<file path="src/rtl/ring_step_ctrl_pkg.sv">
// Shared types and constants for the ring step controller.
// State encoding, direction constants and ring helpers.
package ring_step_ctrl_pkg;

  localparam int RING_SIZE = 8;

  localparam logic DIR_UP   = 1'b1;
  localparam logic DIR_DOWN = 1'b0;

  typedef enum logic [1:0] {
    ST_IDLE  = 2'd0,
    ST_PLAN  = 2'd1,
    ST_MOVE  = 2'd2,
    ST_DWELL = 2'd3
  } state_t;

  function automatic logic [2:0] gray3(
    input logic [2:0] b
  );
    return b ^ (b >> 1);
  endfunction

  function automatic logic [2:0] ring_delta(
    input logic [2:0] to,
    input logic [2:0] from
  );
    return 3'(to - from);
  endfunction

endpackage

</file>
<file path="src/rtl/ring_counter3.sv">
// 3-bit up/down position counter for the ring step controller.
// Wraps naturally modulo 8 in both directions.
module ring_counter3 (
  input  logic       clk,
  input  logic       rst_n,
  input  logic       i_en,
  input  logic       i_up,
  output logic [2:0] o_cnt
);

  logic [2:0] r_cnt;

  always_ff @(posedge clk or negedge rst_n) begin
    if (!rst_n) begin
      r_cnt <= '0;
    end else if (i_en) begin
      r_cnt <= i_up ? r_cnt + 3'd1 : r_cnt - 3'd1;
    end
  end

  assign o_cnt = r_cnt;

endmodule

</file>
<file path="src/rtl/ring_step_ctrl.sv">
// Ring step controller: shortest-path stepping on an 8-position ring.
// Optional abort feature enabled by macro RING_STEP_ABORT_EN.
module ring_step_ctrl
  import ring_step_ctrl_pkg::*;
#(
  parameter int DWELL_CYCLES = 2
) (
  input  logic       clk,
  input  logic       reset,
  input  logic       req_valid,
  output logic       req_ready,
  input  logic [2:0] req_target,
  input  logic       step_ok,
  output logic [2:0] pos,
  output logic [2:0] pos_gray,
  output logic       dir,
`ifdef RING_STEP_ABORT_EN
  input  logic       abort,
  output logic       aborted,
`endif
  output logic       moving,
  output logic       done
);

  localparam logic [3:0] DW_LAST =
    (DWELL_CYCLES < 1) ? 4'd0 : 4'(DWELL_CYCLES - 1);

  state_t     r_state;
  state_t     w_next;
  logic [2:0] r_target;
  logic       r_dir;
  logic       w_dir_nxt;
  logic [3:0] r_dwell;
  logic [3:0] w_dwell_nxt;
  logic       r_done;
  logic       w_done_nxt;
  logic       w_step;
  logic [2:0] w_pos;
  logic [2:0] w_delta;
  logic [2:0] w_step_pos;
`ifdef RING_STEP_ABORT_EN
  logic       r_aborted;
  logic       w_abrt_nxt;
`endif

  ring_counter3 u_pos (
    .clk   (clk),
    .rst_n (reset),
    .i_en  (w_step),
    .i_up  (r_dir),
    .o_cnt (w_pos)
  );

  assign w_delta    = ring_delta(r_target, w_pos);
  assign w_step_pos = r_dir ? w_pos + 3'd1 : w_pos - 3'd1;

  always_comb begin
    w_next      = r_state;
    w_dir_nxt   = r_dir;
    w_dwell_nxt = r_dwell;
    w_done_nxt  = 1'b0;
    w_step      = 1'b0;
`ifdef RING_STEP_ABORT_EN
    w_abrt_nxt  = 1'b0;
`endif
    unique case (r_state)
      ST_IDLE: begin
        if (req_valid) w_next = ST_PLAN;
      end
      ST_PLAN: begin
`ifdef RING_STEP_ABORT_EN
        if (abort) begin
          w_next     = ST_DWELL;
          w_abrt_nxt = 1'b1;
        end else
`endif
        if (w_delta == 3'd0) begin
          w_next     = ST_DWELL;
          w_done_nxt = 1'b1;
        end else begin
          // Half-way tie (delta 4) resolves upward
          w_dir_nxt = (w_delta <= 3'd4) ? DIR_UP : DIR_DOWN;
          w_next    = ST_MOVE;
        end
      end
      ST_MOVE: begin
`ifdef RING_STEP_ABORT_EN
        if (abort) begin
          w_next     = ST_DWELL;
          w_abrt_nxt = 1'b1;
        end else
`endif
        if (step_ok) begin
          w_step = 1'b1;
          if (w_step_pos == r_target) begin
            w_next     = ST_DWELL;
            w_done_nxt = 1'b1;
          end
        end
      end
      ST_DWELL: begin
        if (r_dwell == DW_LAST) begin
          w_next      = ST_IDLE;
          w_dwell_nxt = '0;
        end else begin
          w_dwell_nxt = r_dwell + 4'd1;
        end
      end
      default: w_next = ST_IDLE;
    endcase
  end

  always_ff @(posedge clk or negedge reset) begin
    if (!reset) begin
      r_state  <= ST_IDLE;
      r_target <= '0;
      r_dir    <= DIR_UP;
      r_dwell  <= '0;
      r_done   <= 1'b0;
    end else begin
      r_state <= w_next;
      r_dir   <= w_dir_nxt;
      r_dwell <= w_dwell_nxt;
      r_done  <= w_done_nxt;
      if (r_state == ST_IDLE && req_valid) begin
        r_target <= req_target;
      end
    end
  end

`ifdef RING_STEP_ABORT_EN
  always_ff @(posedge clk or negedge reset) begin
    if (!reset) r_aborted <= 1'b0;
    else        r_aborted <= w_abrt_nxt;
  end

  assign aborted = r_aborted;
`endif

  assign req_ready = (r_state == ST_IDLE);
  assign moving    = (r_state == ST_MOVE);
  assign done      = r_done;
  assign dir       = r_dir;
  assign pos       = w_pos;
  assign pos_gray  = gray3(w_pos);

endmodule
</file>
<file path="config.mk">
export PLATFORM = sky130hd
export DESIGN_NAME = ring_step_ctrl
export DESIGN_NICKNAME = d
export VERILOG_FILES = /design/src/rtl/ring_step_ctrl_pkg.sv /design/src/rtl/ring_counter3.sv /design/src/rtl/ring_step_ctrl.sv
export SDC_FILE = /design/constraint.sdc
export NUM_CORES = 1
export LEC_CHECK = 0
export ABC_AREA = 1
export BUFFER_PORTS_ARGS = -buffer_cell sky130_fd_sc_hd__buf_2
export CORE_ASPECT_RATIO = 0.7
export CORE_MARGIN = 4
export CORE_UTILIZATION = 25
export CTS_CLUSTER_DIAMETER = 120
export DETAILED_ROUTE_END_ITERATION = 8
export GPL_TIMING_DRIVEN = 0
export HOLD_SLACK_MARGIN = 0.1
export RECOVER_POWER = 25
export SKIP_CTS_REPAIR_TIMING = 1
export SYNTH_ARGS = -nofsm -noshare
export SYNTH_HDL_FRONTEND = slang
export SYNTH_SLANG_ARGS = --single-unit
export TNS_END_PERCENT = 10
</file>
<file path="constraint.sdc">
create_clock -name clk -period 3.9 [get_ports clk]
set_clock_uncertainty 0.15 [all_clocks]
set_input_delay 0.78 -clock clk [delete_from_list [all_inputs] [get_ports clk]]
set_output_delay 0.78 -clock clk [all_outputs]
set_load 0.01 [all_outputs]
</file>
==> flow_summary.yaml, run 1 <==
status:
  status: "completed"
final_layout:
  drive_above_1_share: 0.267
  fin_nets: 146
  area_growth_pct: 21.5
  design_area_um2: 1090
  antenna-diode-count: 0
die:
  rows: 17
  ios: 17
  die_width_um: 79.5
  die_y_um: 58.1
  start_util: 0.271
  dieArea_um2: 4610
  coreArea_um2: 3300
sta:
  finalCritPeriodShare: 0.539
  clock.fmax_ghz: 0.476
  setup_tns_ns: 0
  setup_viol: 0
  hold_violations: 0
  period_needed_ns: 2.10
  rsz0062_at_grt: "no"
  finalMaxSlewViolations: 0
  slew_headroom: 0.482
  worst_slew_pin_slew_ns: 0.777
worst_hold_path:
  min_path_type: "reg -> reg"
drt:
  wl_met3_um: 91
  vias_per_cell: 4.08
  drc_errors: 0
  met1Wirelength_um: 868
  routed.top_layer: "met4"
  drtPass1Iterations: 4
  wl_met2_um: 829
  routed_wirelength_um: 1810
  routedWlPerCell_um: 10.1
  routed-via-count: 727
  drt_iter0_markers: 40
  ant_nets: 0
flow_run:
  max-cap-violations: 0
placed_design:
  place_congestion: 0.799
  hpwl_um: 1490
  numPortBuffers: 16
  dpl-instance-area_um2: 1030
clocking:
  cts_buffer_depth: 2
  root_buffer: "clkbuf_8"
  cts_buffers: 3
  cts.sinks: 14
  cts_tree: "yes"
  clk-insertion-delay-late_ns: 0.24
  cts.htree.levels: 1
  clkTransAtPathRegs_ns: 0.06
synthesis:
  synth_nets: 125
  synth-seq-area-share: 0.393
  syn_inst: 111
  synth.avg_cell_area_um2: 8.06
  ys_types: 23
  syn_area_um2: 895
  ys_ff_latch: 14
  yosysWarnings: 0
worst_setup_path:
  crit_fanout: 5
  crit_arrival_ns: 1.17
  rrSetupSlack_ns: 1.96
  cp-start-kind: "flip-flop"
  path_class: "reg -> out"
  critPathCaptureType: "output port"
  cp.required_ns: 2.97
global_routing:
  grt_pass1_wl_um: 3280
  grt_use_total: 0.0898
  grt_pass1_vias: 720
  antenna_found_initial: 0
  grt_remaining_overflow: 0
  grt_max_degree: 15
power_and_ir_drop:
  power_density_nw_per_um2: 936
  p_leak_nw: 0.590
  ir_worst_vdd_mv: 0.243
## cells in the final DEF, fill, tap and decap left out, types with 3 or more instances in the layout
master and instances:
nor2_1 6, a21oi_1 4, nand2_1 29, ha_1 6
inv_1 17, xor2_1 6, nand2_2 9, dfrtp_1 13
buf_2 15, clkbuf_8 4, o21ai_0 3, nand3_1 5
## stage by stage
stage	setup WS, ns	cells	power [mW]	hold slack (ns)	util
final	1.80	178	1.02	0.328	0.330
after global routing	1.68	178	1.14	0.362	0.330
after CTS	1.78	178	1.03	0.280	0.330
after detailed placement	1.96	174	0.887	0.326	0.313
after global placement	2.00	174	0.860	0.317	0.313
after floorplan	2.05	111	0.728	0.286	-
## worst max-delay path: stages, from the launching register on
cell and delay [ns]:
dfrtp_1 0.42, inv_1 0.12, ha_1 0.23, buf_2 0.16
## state kept, by name (all words and copies together) (netlist names)
name         count
r_dwell          4
u_pos.o_cnt      3
r_target         3
done             1
r_state          2
dir              1
## final timing paths
path | depth (start not counted) | startpoint | endpoint
max | 3 | r_state[0] | moving
min | 1 | r_dwell[3] | r_dwell[3]
max reg2reg | 12 | u_pos.o_cnt[1] | r_state[0]
min reg2reg | 1 | r_dwell[3] | r_dwell[3]
max in group asynchronous | 1 | reset | u_pos.o_cnt[1]
min in group asynchronous | 1 | reset | r_dwell[3]
## power breakdown
part           switching [mW]  leakage (nW)  internal, mW
clock                  0.0500        0.0288        0.0893
combinational           0.359         0.390         0.247
sequential             0.0648         0.171         0.207
total                   0.474         0.590         0.543
## layer usage
metal,vias up,GRT usage
li1,383,-
met4,0,0.0221
met3,2,0.0295
met1,326,0.119
met2,16,0.141
met5,-,0
## synth_stat cells
cell       n  area share
a21boi_1   1      0.0084
a21oi_1    4       0.022
buf_4      1      0.0084
dfrtp_1   13        0.36
dfstp_2    1       0.029
fa_1       1       0.022
ha_1       6       0.084
inv_1     17       0.071
inv_2      1      0.0042
mux2_2     1       0.013
nand2_1   29        0.12
nand2_2    9       0.063
nand3_1    5       0.028
nand3_2    1       0.011
nand4_1    1      0.0070
nor2_1     6       0.025
nor2_2     1      0.0070
nor2_4     1       0.013
o21ai_0    3       0.017
o21ai_1    1      0.0056
o22ai_1    1      0.0070
xnor2_1    1      0.0098
xor2_1     6       0.059
## area by class of cell
| class | instances | area (um2) |
|---|---|---|
| inverter | 18 | 67.6 |
| clock buffer | 4 | 55.1 |
| timing repair buffer | 16 | 78.8 |
| buffer | 1 | 7.51 |
| fill | 352 | 2210 |
| tap | 47 | 58.8 |
| sequential | 14 | 352 |
| multi-input combinational | 78 | 468 |
## logic make-up after synthesis
group                    after synthesis  synth area share
XOR/XNOR                               7            0.0685
AND/OR/NAND/NOR                       53             0.276
buffers and inverters                 19            0.0839
flip-flops                            14             0.393
AO/OA/AOI/OAI                         10            0.0601
multiplexers                           1            0.0126
adder cells (fa/ha/maj)                7             0.106
Power figures use the tool's default switching activity.
==> inputs of run 2 (changes only) <==
==> constraint.sdc (replaced) <==
create_clock -name clk -period 1.7 [get_ports clk]
set_clock_uncertainty 0.15 [all_clocks]
set_input_delay 0.34 -clock clk [delete_from_list [all_inputs] [get_ports clk]]
set_output_delay 0.34 -clock clk [all_outputs]
set_load 0.01 [all_outputs]
==> run 2 against run 1 <==
Effect of this change:
- the flow now finishes with violations (negative setup slack)
- final cell count rose by 2.2%
- routed wire length rose by 5.1%
- design area rose by 3.7%
- total power rose by 140%
- sequential power rose by 130%
- register-to-register slack got worse by 2.2 ns
- via count rose by 2.1%
- global-route usage fell by 0.27 points
- clock power rose by 130%
- first-iteration DRC count fell by 63%
- non-clock buffer count rose by 4
- critical path type is now reg -> reg
- critical endpoint is now r_state[0]
- largest cell class unchanged
==> flow_summary.yaml, run 2 (same netlist as run 1, synthesis figures left out) <==
worst_setup_path:
  critical_path_buf_inv_count: 0
  slowest_stage: "dfstp_2"
  cp.required_ns: 1.69
  crit_arrival_ns: 1.88
  crit_fanout: 4
  cp_top_family: "flip-flops"
  rr_endpoint: "r_state[0]"
  r2r_cells: 8
  critPathCaptureType: "flip-flop"
  path_class: "reg -> reg"
  reg2reg_from: "dir"
  path_cells: "fa_1 > xnor2_1 > nor2_2 > nand3_2 > nand2_2 > nand2_2 > nand2_1 > nand2_1"
  slowest_delay_ns: 0.57
  cp-start-kind: "flip-flop"
  rrSetupSlack_ns: -0.19
final_layout:
  fill_cells: 350
  design_area_um2: 1130
  antenna-diode-count: 0
  drive_above_1_share: 0.311
  area_growth_pct: 26.0
  regMostFlops: "r_dwell"
  final_common_cell: "nand2_1"
  fin_util: 0.342
  final_cell_mix: "nand2_1 (29), inv_1 (16), buf_2 (15)"
  regArea_um2: 353
  fin_nets: 150
  largest_reg_flops: 4
  multi_input_area_um2: 474
placed_design:
  numPortBuffers: 16
  dpl-instance-area_um2: 1030
  place_congestion: 0.819
  hpwl_um: 1560
die:
  ios: 17
  dieArea_um2: 4610
  die_width_um: 79.5
  coreArea_um2: 3300
  die_y_um: 58.1
  rows: 17
  start_util: 0.271
worst_hold_path:
  hold_depth: 2
  min-delay-start: "req_target[1]"
  min_to: "r_target[1]"
  min_path_type: "in -> reg"
clocking:
  clk-insertion-delay-late_ns: 0.24
  cts.sinks: 14
  cts_buffers: 3
  cts.htree.levels: 1
  root_buffer: "clkbuf_8"
  clkTransAtPathRegs_ns: 0.06
  cts_buffer_depth: 2
  cts_tree: "yes"
power_and_ir_drop:
  ir_worst_vdd_mv: 0.701
  power_density_nw_per_um2: 2130
  p_leak_nw: 0.605
  total_power_mw: 2.41
drt:
  drtPass1Iterations: 4
  routed_wirelength_um: 1900
  routed-via-count: 742
  drc_errors: 0
  vias_per_cell: 4.08
  ant_nets: 0
  routedWlPerCell_um: 10.4
  drt_iter0_markers: 15
sta:
  slew_headroom: 0.484
  fin_hold_ws_ns: 0.177
  clock.fmax_ghz: 0.528
  setup_ws_ns: -0.192
  rsz0062_at_grt: "yes"
  period_needed_ns: 1.89
  hold_violations: 0
  worst_slew_pin_slew_ns: 0.773
  setup_viol: 4
  finalMaxSlewViolations: 0
  finalCritPeriodShare: 1.11
status:
  status: "finished, violations left"
  violations: "negative setup slack"
global_routing:
  grt_remaining_overflow: 0
  antenna_found_initial: 0
  grt_use_total: 0.0871
  grt_pass1_wl_um: 3110
  grt_pass1_vias: 727
  grt_max_degree: 15
flow_run:
  max-cap-violations: 0
==> run 2: changes by cell type in the layout (fill, tap and decap cells not counted), sizes merged <==
cell         delta
buf             +3
dlygate4sd3     +1
==> run 2: metal layers <==
metal,GRT usage,wire [um],vias to the layer above,part of all wire
met2,0.140,870,13,0.46
met4,0.0294,23,0,0.012
li1,-,-,386,-
met3,0.0326,84,2,0.044
met1,0.108,919,341,0.48
met5,0,0,-,0
==> run 2: final cells by class <==
| class | instances | area share |
|---|---|---|
| clock buffer | 4 | 0.0488 |
| tap | 47 | 0.0522 |
| timing repair buffer | 20 | 0.0988 |
| sequential | 14 | 0.313 |
| inverter | 18 | 0.0599 |
| multi-input combinational | 78 | 0.421 |
| buffer | 1 | 0.00666 |
==> run 2: where the power goes <==
group          internal, mW  switching, mW
combinational         0.620          0.845
sequential            0.476          0.143
clock                 0.205          0.117
==> run 2: per-stage QoR <==
step	setup TNS (ns)	worst slack, ns	cells
after floorplan	-0.243	-0.124	111
after global routing	-0.936	-0.319	182
after CTS	-0.686	-0.252	178
after global placement	-0.503	-0.194	174
final	-0.497	-0.192	182
after detailed placement	-0.605	-0.240	174
==> run 2: worst register-to-register path, stage by stage (launching register included) <==
cell and delay [ns]:
dfstp_2 0.57, fa_1 0.43, xnor2_1 0.16, nor2_2 0.13
nand3_2 0.11, nand2_2 0.09, nand2_2 0.05, nand2_1 0.05
nand2_1 0.05
==> run 2: worst max-delay path by stage <==
stage                               from         end  cells after the start
after floorplan                      dir  r_state[0]                      8
after global placement               dir  r_state[0]                      8
after detailed placement             dir  r_state[0]                      8
after CTS                            dir  r_state[0]                      8
after global routing      u_pos.o_cnt[1]  r_state[0]                      8
final                                dir  r_state[0]                      8
